<file path="src/rtl/accel_regif.sv">
// Register front end for a single-shot accelerator: argument, control, status and result
// registers, plus an idle/run sequencer guarded by a watchdog.
module accel_regif #(
   parameter int unsigned DW   = 32,
   parameter int unsigned NARG = 2,
   parameter int unsigned TMO  = 1024,
   localparam int unsigned AW  = $clog2(NARG + 3)
) (
   input  logic               clk,
   input  logic               rst_n,
   input  logic [AW-1:0]      a,
   input  logic               we,
   input  logic               re,
   input  logic [DW-1:0]      wd,
   output logic [DW-1:0]      rd,
   output logic               rvalid,
   output logic [NARG*DW-1:0] arg,
   output logic               start,
   input  logic               acc_done,
   input  logic [DW-1:0]      acc_result,
   output logic               irq
);

   localparam int unsigned CW = (TMO > 1) ? $clog2(TMO) : 1;
   localparam logic [CW-1:0] CntLast = (TMO > 0) ? CW'(TMO - 1) : '0;
   localparam logic [AW-1:0] ACtrl   = AW'(NARG);
   localparam logic [AW-1:0] AStatus = AW'(NARG + 1);
   localparam logic [AW-1:0] AResult = AW'(NARG + 2);

   typedef enum logic [0:0] {StIdle, StRun} state_e;

   state_e        state_q, state_d;
   logic [DW-1:0] arg_q [NARG];
   logic [DW-1:0] result_q, rd_q, rdata;
   logic [CW-1:0] cnt_q;
   logic          irq_en_q, done_q, err_q, tmo_q, start_q, rvalid_q;
   logic          busy, arg_wr, ctrl_wr, go, clr, launch, reject, clr_apply;
   logic          fin_done, fin_tmo;

   always_comb begin
      arg_wr    = we && (a < ACtrl);
      ctrl_wr   = we && (a == ACtrl);
      go        = ctrl_wr && wd[0];
      clr       = ctrl_wr && wd[1];
      launch    = (state_q == StIdle) && go;
      reject    = (state_q == StRun) && (go || arg_wr);
      // A rejected go/clr write only flags err; its clr part is dropped with it.
      clr_apply = clr && !reject;
      fin_done  = (state_q == StRun) && acc_done;
      fin_tmo   = (state_q == StRun) && (TMO > 0) && (cnt_q == CntLast) && !acc_done;
   end

   always_ff @(posedge clk or negedge rst_n) begin
      if (!rst_n) begin
         state_q <= StIdle;
      end else begin
         state_q <= state_d;
      end
   end

   always_comb begin
      state_d = state_q;
      case (state_q)
         StIdle: if (launch) state_d = StRun;
         StRun:  if (fin_done || fin_tmo) state_d = StIdle;
         default: state_d = StIdle;
      endcase
   end

   always_comb begin
      busy = (state_q == StRun);
      irq  = irq_en_q & (done_q | tmo_q);
   end

   always_comb begin
      rdata = '0;
      for (int k = 0; k < NARG; k++) begin
         if (a == AW'(k)) rdata = arg_q[k];
      end
      if (a == ACtrl)   rdata[2]   = irq_en_q;
      if (a == AStatus) rdata[3:0] = {tmo_q, err_q, done_q, busy};
      if (a == AResult) rdata      = result_q;
   end

   always_ff @(posedge clk or negedge rst_n) begin
      if (!rst_n) begin
         for (int k = 0; k < NARG; k++) arg_q[k] <= '0;
         result_q <= '0;
         rd_q     <= '0;
         cnt_q    <= '0;
         irq_en_q <= 1'b0;
         done_q   <= 1'b0;
         err_q    <= 1'b0;
         tmo_q    <= 1'b0;
         start_q  <= 1'b0;
         rvalid_q <= 1'b0;
      end else begin
         start_q  <= launch;
         rvalid_q <= re;
         if (re) rd_q <= rdata;

         if (launch) begin
            cnt_q <= '0;
         end else if (busy) begin
            cnt_q <= cnt_q + CW'(1);
         end

         if (ctrl_wr) irq_en_q <= wd[2];

         if (!busy && arg_wr) begin
            for (int k = 0; k < NARG; k++) begin
               if (a == AW'(k)) arg_q[k] <= wd;
            end
         end

         if (fin_done) result_q <= acc_result;

         // Set events take priority over clears landing on the same edge.
         if (fin_done) begin
            done_q <= 1'b1;
         end else if (launch || clr_apply) begin
            done_q <= 1'b0;
         end

         if (fin_tmo) begin
            tmo_q <= 1'b1;
         end else if (launch || clr_apply) begin
            tmo_q <= 1'b0;
         end

         if (reject) begin
            err_q <= 1'b1;
         end else if (clr_apply) begin
            err_q <= 1'b0;
         end
      end
   end

   for (genvar g = 0; g < NARG; g++) begin : g_arg
      assign arg[g*DW +: DW] = arg_q[g];
   end

   assign rd     = rd_q;
   assign rvalid = rvalid_q;
   assign start  = start_q;

endmodule

</file>
<file path="config.mk">
export PLATFORM = sky130hd
export DESIGN_NAME = accel_regif
export DESIGN_NICKNAME = d
export VERILOG_FILES = /design/src/rtl/accel_regif.sv
export SDC_FILE = /design/constraint.sdc
export NUM_CORES = 1
export LEC_CHECK = 0
export CORE_ASPECT_RATIO = 1.25
export CORE_UTILIZATION = 40
export CTS_CLUSTER_DIAMETER = 50
export CTS_CLUSTER_SIZE = 12
export DETAILED_ROUTE_END_ITERATION = 10
export GPL_TIMING_DRIVEN = 0
export PLACE_DENSITY = 0.72
export SETUP_SLACK_MARGIN = 0.3
export SYNTH_ARGS = -nofsm -noshare
export SYNTH_HDL_FRONTEND = slang
export SYNTH_SLANG_ARGS = --single-unit
</file>
<file path="constraint.sdc">
create_clock -name clk -period 1.81 [get_ports clk]
set_input_delay 0.362 -clock clk [delete_from_list [all_inputs] [get_ports clk]]
set_output_delay 0.362 -clock clk [all_outputs]
set_load 0.02 [all_outputs]
</file>
## Word-level counts from Yosys, hierarchy flattened

Cells that the tools add are included.

| storage, ports and cells | value |
|---|---|
| flip-flop bits (word level) | 145 |
| input bits | 72 |
| output and inout port bits | 99 |

| cells by class | value |
|---|---|
| add/sub/neg operators | 1 |
| order comparisons | 1 |
| eq/ne operators | 5 |
| multiplexer cells | 15 |
| bitwise logic cells | 3 |
| reduce and logical (&&, ||, !) cells | 24 |

Operator list:

| cell | number |
|---|---|
| 2-to-1 mux 32 bit | 3 |
| 2-to-1 mux 10 bit | 2 |
| logical AND 1 bit | 11 |
| adder 10 x 1 -> 10 bit (second input constant) | 1 |
| == test 10 bit (second input constant) | 1 |
| 2-to-1 mux 1 bit | 8 |
| nonzero test 2 bit | 4 |
| == test 3 x 2 -> 1 bit (second input constant) | 2 |
| 2-to-1 mux 4 bit | 1 |
| AND reduction 2 bit | 2 |
| == test 3 x 1 -> 1 bit (second input constant) | 1 |
| == test 3 bit (second input constant) | 1 |
| zero test 1 bit | 3 |
| zero test 3 bit | 1 |
| logical OR 1 bit | 3 |
| less-than comparator 3 x 2 -> 1 bit (second input constant) | 1 |
| case mux 1 bit (2 select lines) | 1 |
| AND 1 bit | 1 |
| inverter 1 bit | 1 |
| OR 1 bit | 1 |

## Depth between registers and ports, before layout

Gate-level depths: netlist of the first run.

| depth | value |
|---|---|
| depth after elaboration | 10 |
| gate-level depth with buffers | 6 |
| gate-level depth less buffers | 5 |

## Least setup slack after synthesis of the first run

Ideal clock, no wire load.

| timing path | value |
|---|---|
| path type | in2reg |
| start | in a[2] |
| end | reg arg_q (netlist bit arg[10]) |
| library setup time | 0.125 ns |
| arrival | 1.449 ns |
| data required time | 1.685 ns |
| setup slack | 0.236 ns |
| stages | 4 |
| path buffers | 2 |
| cells stage by stage | buf_2 > nor4_4 > buf_6 > mux2_2 |

| between the ends | value |
|---|---|
| cells in the longest elaborated chain, start to end | 4 |
| elaborated cells on any way between the ends | 5 |
| those cells by class | order compare (1); reduce/logical (4) |

RTL lines:

| item | RTL line | text |
|---|---|---|
| start, declared | 11 | `input logic [AW-1:0] a,` |
| less-than comparator 3 x 2 -> 1 bit | 41 | `arg_wr = we && (a < ACtrl);` |
| logical AND 1 bit | 41 |  |
| logical AND 1 bit | 110 | `if (!busy && arg_wr) begin` |
| AND reduction 2 bit (no line) (*) | -- |  |
| end signal, assigned by index | 112 | `if (a == AW'(k)) arg_q[k] <= wd;` |
| end, declared | 33 | `logic [DW-1:0] arg_q [NARG];` |

Every way passes the cells marked *; elsewhere a longest branch is shown, timed or not.
A chain may end at the register's enable or synchronous reset.

## Worst setup path in the final report of the first run

| timing path | value |
|---|---|
| start | reg state_q, in the netlist busy |
| end | reg arg_q (netlist bit arg[61]) |

| between the ends | value |
|---|---|
| cells in the longest elaborated chain, start to end | 3 |

RTL lines:

| item | RTL line | text |
|---|---|---|
| start, declared | 32 | `state_e state_q, state_d;` |
| start signal, assigned | 55 | `state_q <= StIdle;` |
| start signal, assigned | 57 | `state_q <= state_d;` |
| zero test 1 bit | 110 |  |
| logical AND 1 bit | 110 |  |
| AND reduction 2 bit (no line) | -- |  |

No other way between the ends.

==> results of run 1 <==
==> kinds of logic after synthesis <==
logic type,share of synthesized area (%)
flip-flops,58.1
multiplexers,22.6
AO/OA/AOI/OAI,8.08
AND/OR/NAND/NOR,5.81
buffers and inverters,4.71
XOR/XNOR,0.421
adder cells (fa/ha/maj),0.200
==> critical path, stage by stage, from the launching register on <==
cell	delay (ns)
sky130_fd_sc_hd__dfrtp_1	0.40
sky130_fd_sc_hd__nand2b_4	0.18
sky130_fd_sc_hd__nor3_4	0.21
sky130_fd_sc_hd__buf_6	0.18
sky130_fd_sc_hd__buf_8	0.15
sky130_fd_sc_hd__mux2_4	0.31
==> per-stage QoR <==
stage,setup WS [ns],TNS [ns]
6_report,0.263,0
3_5_place_dp,-0.424,-36.56
3_3_place_gp,-5.17,-782.88
5_1_grt,0.219,0
4_1_cts,0.0950,0
2_1_floorplan,0.282,0
==> cell usage in the layout (no fill, tap or decap), types with 17 or more instances in the layout <==
cell / Yosys / final
sky130_fd_sc_hd__dfrtp_1: 145 / 145
sky130_fd_sc_hd__clkbuf_16: 0 / 17
sky130_fd_sc_hd__mux2_2: 94 / 73
sky130_fd_sc_hd__o22ai_1: 32 / 32
sky130_fd_sc_hd__mux2i_1: 32 / 32
sky130_fd_sc_hd__a21oi_1: 28 / 28
sky130_fd_sc_hd__clkdlybuf4s15_1: 0 / 56
sky130_fd_sc_hd__nor2_1: 32 / 32
sky130_fd_sc_hd__mux2_4: 0 / 24
sky130_fd_sc_hd__clkdlybuf4s50_1: 0 / 65
sky130_fd_sc_hd__inv_1: 32 / 32
sky130_fd_sc_hd__dlygate4sd2_1: 0 / 18
sky130_fd_sc_hd__clkbuf_2: 0 / 26
==> timing repair <==
item / in CTS / in global routing
hold buffers: 1 / 0
endpoints found under the hold margin: 47 / 0
endpoints found under the setup margin: 193 / 184
buffers inserted: 8 / 1
gates cloned: 2 / 0
gates resized for setup: 183 / 89
pin swaps: 2 / 2
==> where the power goes <==
group | total [uW] | switching (uW) | leakage [uW] | internal (uW)
combinational | 2680 | 1340 | 0.00201 | 1340
sequential | 4500 | 537 | 0.00181 | 3970
clock | 3610 | 1370 | 0.000300 | 2250
total | 10800 | 3240 | 0.00412 | 7560
==> worst paths after layout <==
kind                                       from  depth (start not counted)                   end  slack [ns]
setup / recovery                 busy$_DFF_PN0_                          5   arg[61]$_DFFE_PN0P_        0.26
hold reg to reg            cnt_q[4]$_DFFE_PN0P_                          1  cnt_q[4]$_DFFE_PN0P_        0.48
max in group asynchronous                 rst_n                          3    rd[27]$_DFFE_PN0P_        0.53
hold / removal                            wd[0]                          2    arg[0]$_DFFE_PN0P_        0.34
min in group asynchronous                 rst_n                          2   arg[13]$_DFFE_PN0P_        0.45
setup reg to reg                 busy$_DFF_PN0_                          5   arg[61]$_DFFE_PN0P_        0.26
==> flip-flops by register name, indices dropped and copies added, names as in the netlist <==
signal,flops
arg,64
rd,32
result_q,32
cnt_q,10
busy,1
done_q,1
err_q,1
irq_en_q,1
rvalid,1
start,1
tmo_q,1
==> metal layers <==
metal / share of wire (%) / vias to the layer above / wire (microns)
li1: - / 2163 / -
met1: 42 / 2343 / 6970
met2: 52 / 136 / 8600
met3: 3.8 / 23 / 631
met4: 2.5 / 0 / 417
met5: 0 / - / 0
==> layout make-up <==
class / instances / area (sq um) / share of cell area, %
plain buffers: 30 / 275 / 3.04
clock buffers: 20 / 457 / 5.04
clock inverters: 12 / 156 / 1.73
inverters: 33 / 124 / 1.37
multi-input cells: 290 / 2440 / 26.9
flip-flops and latches: 145 / 3630 / 40.1
well taps: 208 / 260 / 2.87
repair buffers: 182 / 1710 / 18.9
==> results_tabular.tex, run 1 <==
\begin{tabular}{lr}
\hline
Metric & Value \\
\hline
\multicolumn{2}{l}{\textbf{Outcome}} \\
\quad Status & completed \\
\multicolumn{2}{l}{\textbf{Yosys}} \\
\quad Cell type with the largest total area after synthesis & sky130\_fd\_sc\_hd\_\_dfrtp\_1 \\
\quad Most numerous cell in the Yosys netlist & sky130\_fd\_sc\_hd\_\_dfrtp\_1 \\
\quad Top FF cell, synth & sky130\_fd\_sc\_hd\_\_dfrtp\_1 \\
\quad Cell area after synthesis & 0.00624 sq mm \\
\quad Post-synth ARST share & 100\% \\
\quad \#FFs+latches synth & 145 \\
\quad Cells after synthesis & 498 \\
\quad Sequential element share of the synthesized area & 58.1\% \\
\quad Synth top cells by count & sky130\_fd\_sc\_hd\_\_dfrtp\_1, sky130\_fd\_sc\_hd\_\_mux2\_2 \\
\quad Number of enable flip-flop cells after synthesis & 0 \\
\quad Synthesized Nets & 571 \\
\quad Fraction of post-synthesis cell area in the top cell type by area & 58.1\% \\
\quad Number of distinct library cells after synthesis & 38 \\
\quad Number of warnings reported in the yosys synthesis log & 0 \\
\quad Top cells by area, synth & sky130\_fd\_sc\_hd\_\_dfrtp\_1, sky130\_fd\_sc\_hd\_\_mux2\_2, sky130\_fd\_sc\_hd\_\_mux2i\_1, sky130\_fd\_sc\_hd\_\_o22ai\_1, sky130\_fd\_sc\_hd\_\_a21oi\_1 \\
\quad Avg Inst Size Synth & 12.5 sq um \\
\multicolumn{2}{l}{\textbf{Global route}} \\
\quad Met2 GRT Util & 38.3\% \\
\quad Vias in the first global route & 5,097 \\
\quad Largest net degree at the start of global routing & 99 \\
\quad Antenna violations before repair & 0 \\
\quad Most crowded layer after global routing & met2 \\
\quad Total global routing overflow & 0 \\
\quad Global-route wire length before repair & 26,900 microns \\
\quad GRT met3 Usage & 3.93\% \\
\quad Global-route usage over all layers & 21.8\% \\
\quad Met1 global-route usage & 26.1\% \\
\multicolumn{2}{l}{\textbf{Critical path}} \\
\quad CP Data Arrival Time & 1.84 ns \\
\quad Setup crit end kind & register \\
\quad Element type at the critical path start & register \\
\quad Required time of the critical path & 2.10 ns \\
\quad Maximum net fanout on the critical path & 5 \\
\quad Type of the worst setup path & reg -> reg \\
\multicolumn{2}{l}{\textbf{Clock network}} \\
\quad Number of clock buffers inserted by TritonCTS & 17 \\
\quad Buffer cell driving the clock tree root & sky130\_fd\_sc\_hd\_\_clkbuf\_16 \\
\quad Maximum root-to-sink buffer count & 2 \\
\quad H-tree depth & 4 \\
\quad Clock tree from TritonCTS & built \\
\quad Worst skew pair latency & 0.41 ns \\
\quad Clock input transition at the sequential cells of the worst setup and hold paths & 0.06 ns \\
\quad Total number of clock tree sinks & 145 \\
\multicolumn{2}{l}{\textbf{STA}} \\
\quad Count of endpoints failing hold in the final timing report & 0 \\
\quad Maximum clock rate & 647 MHz \\
\quad Final hold slack & 0.343 ns \\
\quad Slew Limit Headroom & 64.4\% \\
\quad Clock tree skew after final layout & 0.0102 ns \\
\quad Transition time of the tightest slew-check pin & 0.534 ns \\
\quad Part of the cycle the worst path needs & 85.5\% \\
\quad Min Tclk post-route & 1.55 ns \\
\quad Number of pins with negative max-slew slack in the final report & 0 \\
\quad RSZ-0062 raised after global routing & yes \\
\quad Total of endpoints with negative setup slack in the final report & 0 \\
\multicolumn{2}{l}{\textbf{Finish}} \\
\quad Layout cells sized above 1 & 28.8\% \\
\quad Ant diodes & 0 \\
\quad Fin cells & 920 \\
\quad Layout Area Growth over Synthesis & 45.1\% \\
\quad Final nets & 772 \\
\quad Filler Cell Count & 1,298 \\
\quad Finished layout cell area & 0.00905 sq mm \\
\quad Core Util, Final & 59.8\% \\
\multicolumn{2}{l}{\textbf{Floorplan}} \\
\quad Initial Util & 41.2\% \\
\quad Die Width & 114 microns \\
\quad Height of the die & 142 microns \\
\quad Ports placed on the boundary & 171 \\
\quad Area of the placeable core & 0.0151 sq mm \\
\quad Area enclosed by the die boundary & 0.0161 sq mm \\
\quad Number of cell rows & 50 \\
\multicolumn{2}{l}{\textbf{Drt}} \\
\quad Number of iterations in the first detailed-routing pass & 4 \\
\quad Number of nets still failing antenna checks after routing & 0 \\
\quad Iter 0 DRT Violations & 193 \\
\quad WL final & 16,600 microns \\
\quad Via-to-Cell Ratio & 5.07 \\
\quad Residual DRC & 0 \\
\quad Total number of vias & 4,665 \\
\quad Post-detailed-route wirelength per cell & 18.1 microns \\
\multicolumn{2}{l}{\textbf{Placed design}} \\
\quad Detailed Place HPWL & 11,700 microns \\
\quad Placed cells & 876 \\
\quad Global placer's final weighted congestion & 0.778 \\
\quad Port-buffer cells & 169 \\
\quad Placed instance area & 0.00829 sq mm \\
\multicolumn{2}{l}{\textbf{Pwr}} \\
\quad Power after layout & 10,800 uW \\
\quad Leak & 0.00412 uW \\
\quad Cell area power density & 1190 mW/mm\^{}2 \\
\quad Worst vdd rail ir drop & 0.000633 V \\
\multicolumn{2}{l}{\textbf{Hold path}} \\
\quad Worst Hold Class & in -> reg \\
\multicolumn{2}{l}{\textbf{Run}} \\
\quad Max-cap violation count & 0 \\
\hline
\end{tabular}
No activity file was read; power rests on OpenSTA's default activity.
==> run 2, diff against run 1 <==
--- a/config.mk
+++ b/config.mk
@@ -5,6 +5,7 @@
 export SDC_FILE = /design/constraint.sdc
 export NUM_CORES = 1
 export LEC_CHECK = 0
+export ABC_AREA = 1
 export CORE_ASPECT_RATIO = 1.25
 export CORE_UTILIZATION = 40
 export CTS_CLUSTER_DIAMETER = 50
==> run 2 against run 1 <==
  * Total power up 0.69%
  * Final area down 0.64%
  * Sequential power down 4%
  * Routed wire length up 7.9%
  * Largest cell class unchanged
==> results_tabular.tex, run 2 <==
\begin{tabular}{lr}
\hline
Metric & Value \\
\hline
\multicolumn{2}{l}{\textbf{Clock network}} \\
\quad H-tree depth & 4 (unchanged) \\
\quad Maximum root-to-sink buffer count & 2 (unchanged) \\
\quad Buffer cell driving the clock tree root & sky130\_fd\_sc\_hd\_\_clkbuf\_16 \\
\quad Clock tree from TritonCTS & built \\
\quad Worst skew pair latency & 0.42 ns (about the same) \\
\quad Clock input transition at the sequential cells of the worst setup and hold paths & 0.06 ns (about the same) \\
\quad Number of clock buffers inserted by TritonCTS & 17 (unchanged) \\
\quad Total number of clock tree sinks & 145 (unchanged) \\
\multicolumn{2}{l}{\textbf{Finish}} \\
\quad Fin cells & 1,146 (+25\%) \\
\quad Final nets & 998 (+29\%) \\
\quad Largest register FFs & 64 (unchanged) \\
\quad Layout cells sized above 1 & 10.8\% (-18 points) \\
\quad Layout Area Growth over Synthesis & 45.0\% (about the same) \\
\quad Commonest non-fill, non-tap cells in the layout & sky130\_fd\_sc\_hd\_\_dfrtp\_1, sky130\_fd\_sc\_hd\_\_nor2\_1, sky130\_fd\_sc\_hd\_\_nand2\_1, sky130\_fd\_sc\_hd\_\_inv\_1, sky130\_fd\_sc\_hd\_\_o21ai\_0 \\
\quad Filler Cell Count & 1,362 (+4.9\%) \\
\quad Most common cell after layout, fill and taps aside & sky130\_fd\_sc\_hd\_\_dfrtp\_1 \\
\multicolumn{2}{l}{\textbf{STA}} \\
\quad Clock tree skew after final layout & 0.00862 ns (-0.00161 ns) \\
\quad RSZ-0062 raised after global routing & yes \\
\quad Part of the cycle the worst path needs & 85.3\% (-0.15 points) \\
\quad Transition time of the tightest slew-check pin & 0.641 ns (+0.107 ns) \\
\quad Number of pins with negative max-slew slack in the final report & 0 (unchanged) \\
\quad Setup slack after layout & 0.266 ns (+0.00272 ns) \\
\quad Total of endpoints with negative setup slack in the final report & 0 (unchanged) \\
\quad Slew Limit Headroom & 57.3\% (-7.2 points) \\
\quad Min Tclk post-route & 1.54 ns (-0.00272 ns) \\
\quad Count of endpoints failing hold in the final timing report & 0 (unchanged) \\
\quad Maximum clock rate & 648 MHz (+0.18\%) \\
\multicolumn{2}{l}{\textbf{Yosys}} \\
\quad Synthesized-area fraction occupied by ao, oa, aoi and oai cells & 14.5\% (+6.4 points) \\
\quad Cell type with the largest total area after synthesis & sky130\_fd\_sc\_hd\_\_dfrtp\_1 \\
\quad Synthesized Nets & 798 (+40\%) \\
\quad Multiplexer share of the synthesized area & 0.726\% (-22 points) \\
\quad Post-Synth Simple-Gate Area & 16.9\% (+11 points) \\
\quad Top FF cell, synth & sky130\_fd\_sc\_hd\_\_dfrtp\_1 \\
\quad Xor and xnor fraction of the mapped netlist area & 0\% (-0.42 points) \\
\quad \#FFs+latches synth & 145 (unchanged) \\
\quad Fraction of post-synthesis cell area in the top cell type by area & 58.5\% (+0.35 points) \\
\quad Share of synthesized cell area in full adder, half adder and majority cells & 0.202\% (+0.0012 points) \\
\quad Most numerous cell in the Yosys netlist & sky130\_fd\_sc\_hd\_\_dfrtp\_1 \\
\quad Number of enable flip-flop cells after synthesis & 0 (unchanged) \\
\quad Post-synth ARST share & 100\% (unchanged) \\
\quad Avg Inst Size Synth & 8.56 sq um (-32\%) \\
\quad Synth top cells by count & sky130\_fd\_sc\_hd\_\_dfrtp\_1, sky130\_fd\_sc\_hd\_\_nor2\_1, sky130\_fd\_sc\_hd\_\_nand2\_1 \\
\quad Number of warnings reported in the yosys synthesis log & 0 (unchanged) \\
\quad Main combinational cell family by area after synthesis & simple AND/OR/NAND/NOR gates \\
\quad Cell area after synthesis & 0.00620 sq mm (-0.60\%) \\
\quad Number of distinct library cells after synthesis & 23 (-39\%) \\
\quad Top cells by area, synth & sky130\_fd\_sc\_hd\_\_dfrtp\_1, sky130\_fd\_sc\_hd\_\_nor2\_1, sky130\_fd\_sc\_hd\_\_o21ai\_0, sky130\_fd\_sc\_hd\_\_nand2\_1, sky130\_fd\_sc\_hd\_\_inv\_1 \\
\quad Cells after synthesis & 725 (+46\%) \\
\quad Sequential element share of the synthesized area & 58.5\% (+0.35 points) \\
\multicolumn{2}{l}{\textbf{Global route}} \\
\quad Largest net degree at the start of global routing & 78 (-21\%) \\
\quad Total global routing overflow & 0 (unchanged) \\
\quad Global-route wire length before repair & 28,300 microns (+5.5\%) \\
\quad Antenna violations before repair & 1 (+1) \\
\quad Vias in the first global route & 5,553 (+8.9\%) \\
\quad Global-route usage over all layers & 23.5\% (+1.7 points) \\
\multicolumn{2}{l}{\textbf{Critical path}} \\
\quad Worst path slowest cell & sky130\_fd\_sc\_hd\_\_dfrtp\_1 \\
\quad Number of buffer and inverter stages on the critical path & 2 (unchanged) \\
\quad CP Data Arrival Time & 1.18 ns (-0.66 ns) \\
\quad Setup crit end kind & output port \\
\quad Element type at the critical path start & register \\
\quad Cell breakdown of the critical path & inv\_1 > a21oi\_1 > buf\_2 \\
\quad Largest delay share family, worst path & flip-flops \\
\quad Required time of the critical path & 1.45 ns (-0.65 ns) \\
\quad Maximum net fanout on the critical path & 2 (-3) \\
\quad Type of the worst setup path & reg -> out \\
\quad Delay of the slowest cell on the worst path & 0.34 ns (-0.06 ns) \\
\multicolumn{2}{l}{\textbf{Drt}} \\
\quad Number of iterations in the first detailed-routing pass & 5 (+1) \\
\quad Residual DRC & 0 (unchanged) \\
\quad WL final & 17,900 microns (+7.9\%) \\
\quad Iter 0 DRT Violations & 281 (+46\%) \\
\quad Total number of vias & 5,541 (+19\%) \\
\quad Number of nets still failing antenna checks after routing & 0 (unchanged) \\
\quad Post-detailed-route wirelength per cell & 15.6 microns (-13\%) \\
\quad Via-to-Cell Ratio & 4.84 (-4.6\%) \\
\multicolumn{2}{l}{\textbf{Pwr}} \\
\quad P\_sw & 3280 uW (+1.2\%) \\
\quad Internal power & 7590 uW (+0.48\%) \\
\quad Sw frac & 30.2\% (+0.14 points) \\
\quad Cell area power density & 1210 mW/mm\^{}2 (+1.3\%) \\
\quad Clock share of power & 37.2\% (+3.7 points) \\
\quad Register share of total power & 39.7\% (-2.0 points) \\
\quad Worst vdd rail ir drop & 0.000673 V (+6.4\%) \\
\quad Leak & 0.00426 uW (+3.4\%) \\
\quad Part of the power in combinational logic & 23.1\% (-1.7 points) \\
\multicolumn{2}{l}{\textbf{Floorplan}} \\
\quad Die Width & 113 microns (-0.29\%) \\
\quad Ports placed on the boundary & 171 (unchanged) \\
\quad Area enclosed by the die boundary & 0.0160 sq mm (-0.59\%) \\
\quad Number of cell rows & 50 (unchanged) \\
\quad Area of the placeable core & 0.0151 sq mm (-0.41\%) \\
\quad Height of the die & 141 microns (-0.30\%) \\
\quad Initial Util & 41.1\% (-0.078 points) \\
\multicolumn{2}{l}{\textbf{Placed design}} \\
\quad Placed cells & 1,104 (+26\%) \\
\quad Detailed Place HPWL & 12,500 microns (+7.1\%) \\
\quad Post-place setup slack & -0.414 ns (+0.0103 ns) \\
\quad Global placer's final weighted congestion & 0.850 (+9.2\%) \\
\quad Port-buffer cells & 170 (+0.59\%) \\
\multicolumn{2}{l}{\textbf{Outcome}} \\
\quad Status & completed \\
\multicolumn{2}{l}{\textbf{Run}} \\
\quad Max-cap violation count & 0 (unchanged) \\
\multicolumn{2}{l}{\textbf{Hold path}} \\
\quad Worst Hold Class & in -> reg \\
\hline
\end{tabular}
-- run 2: cells by family after synthesis --
kind of cell,count (synthesis)
AO/OA/AOI/OAI,172
AND/OR/NAND/NOR,262
multiplexers,4
adder cells (fa/ha/maj),1
buffers and inverters,141
flip-flops,145
-- run 2: what timing repair did --
action / in CTS / in global routing
setup endpoints to repair: 229 / 175
hold endpoints to repair: 11 / 0
buffers inserted: 3 / 6
pin swaps: 2 / 1
hold buffers: 1 / 0
resized for setup: 146 / 86
-- run 2: cell type report --
type                            instances  area [sq um]  area share [%]
Antenna cell                            1          2.50          0.0278
Inverter                              106           400            4.45
Buffer                                 35           246            2.74
Tap cell                              208           260            2.89
Clock inverter                         12           230            2.56
Sequential cell                       145          3630            40.3
Multi-Input combinational cell        439          2040            22.7
Clock buffer                           19           443            4.92
Timing Repair Buffer                  181          1750            19.4
-- run 2: through the flow --
step | hold slack (ns) | setup TNS, ns | cell area, sq um | util, % | total power (uW)
6_report | 0.469 | 0 | 9000 | 59.7 | 10900
5_1_grt | 0.448 | 0 | 9000 | 59.7 | 11400
4_1_cts | 0.451 | 0 | 8870 | 58.9 | 10900
3_5_place_dp | 0.441 | -35.30 | 8190 | 54.3 | 7120
3_3_place_gp | 0.455 | -834.71 | 8170 | 54.2 | 7060
2_1_floorplan | 0.0664 | 0 | 6200 | - | 5690
-- run 2: power by group through the flow --
stage / Clock (uW) / Sequential [uW] / Combinational, uW
final: 4050 / 4320 / 2510
after global routing: 4240 / 4390 / 2770
after CTS: 4090 / 4310 / 2500
after detailed placement: 0 / 4370 / 2750
after global placement: 0 / 4360 / 2700
after floorplan: 0 / 4840 / 853
-- run 2: worst paths after layout --
kind                                    startpoint                       end  slack [ns]  depth (start not counted)
min in group asynchronous                    rst_n      cnt_q[9]$_DFFE_PN0P_        0.53                          2
max in group asynchronous                    rst_n  result_q[19]$_DFFE_PN0P_        0.50                          3
worst max register to register      busy$_DFF_PN0_       arg[37]$_DFFE_PN0P_        0.37                          7
worst max-delay path            done_q$_DFFE_PN0P_                       irq        0.27                          3
worst min-delay path                            re          rvalid$_DFF_PN0_        0.47                          1
worst min register to register  done_q$_DFFE_PN0P_        done_q$_DFFE_PN0P_        0.48                          2
-- run 2: layer usage --
| layer | routed length, microns | part of all wire (%) | track usage, % |
|---|---|---|---|
| met2 | 8880 | 50 | 40.2 |
| met5 | 0 | 0 | 0 |
| met4 | 460 | 2.6 | 9.63 |
| met1 | 7920 | 44 | 29.2 |
| met3 | 670 | 3.7 | 4.17 |
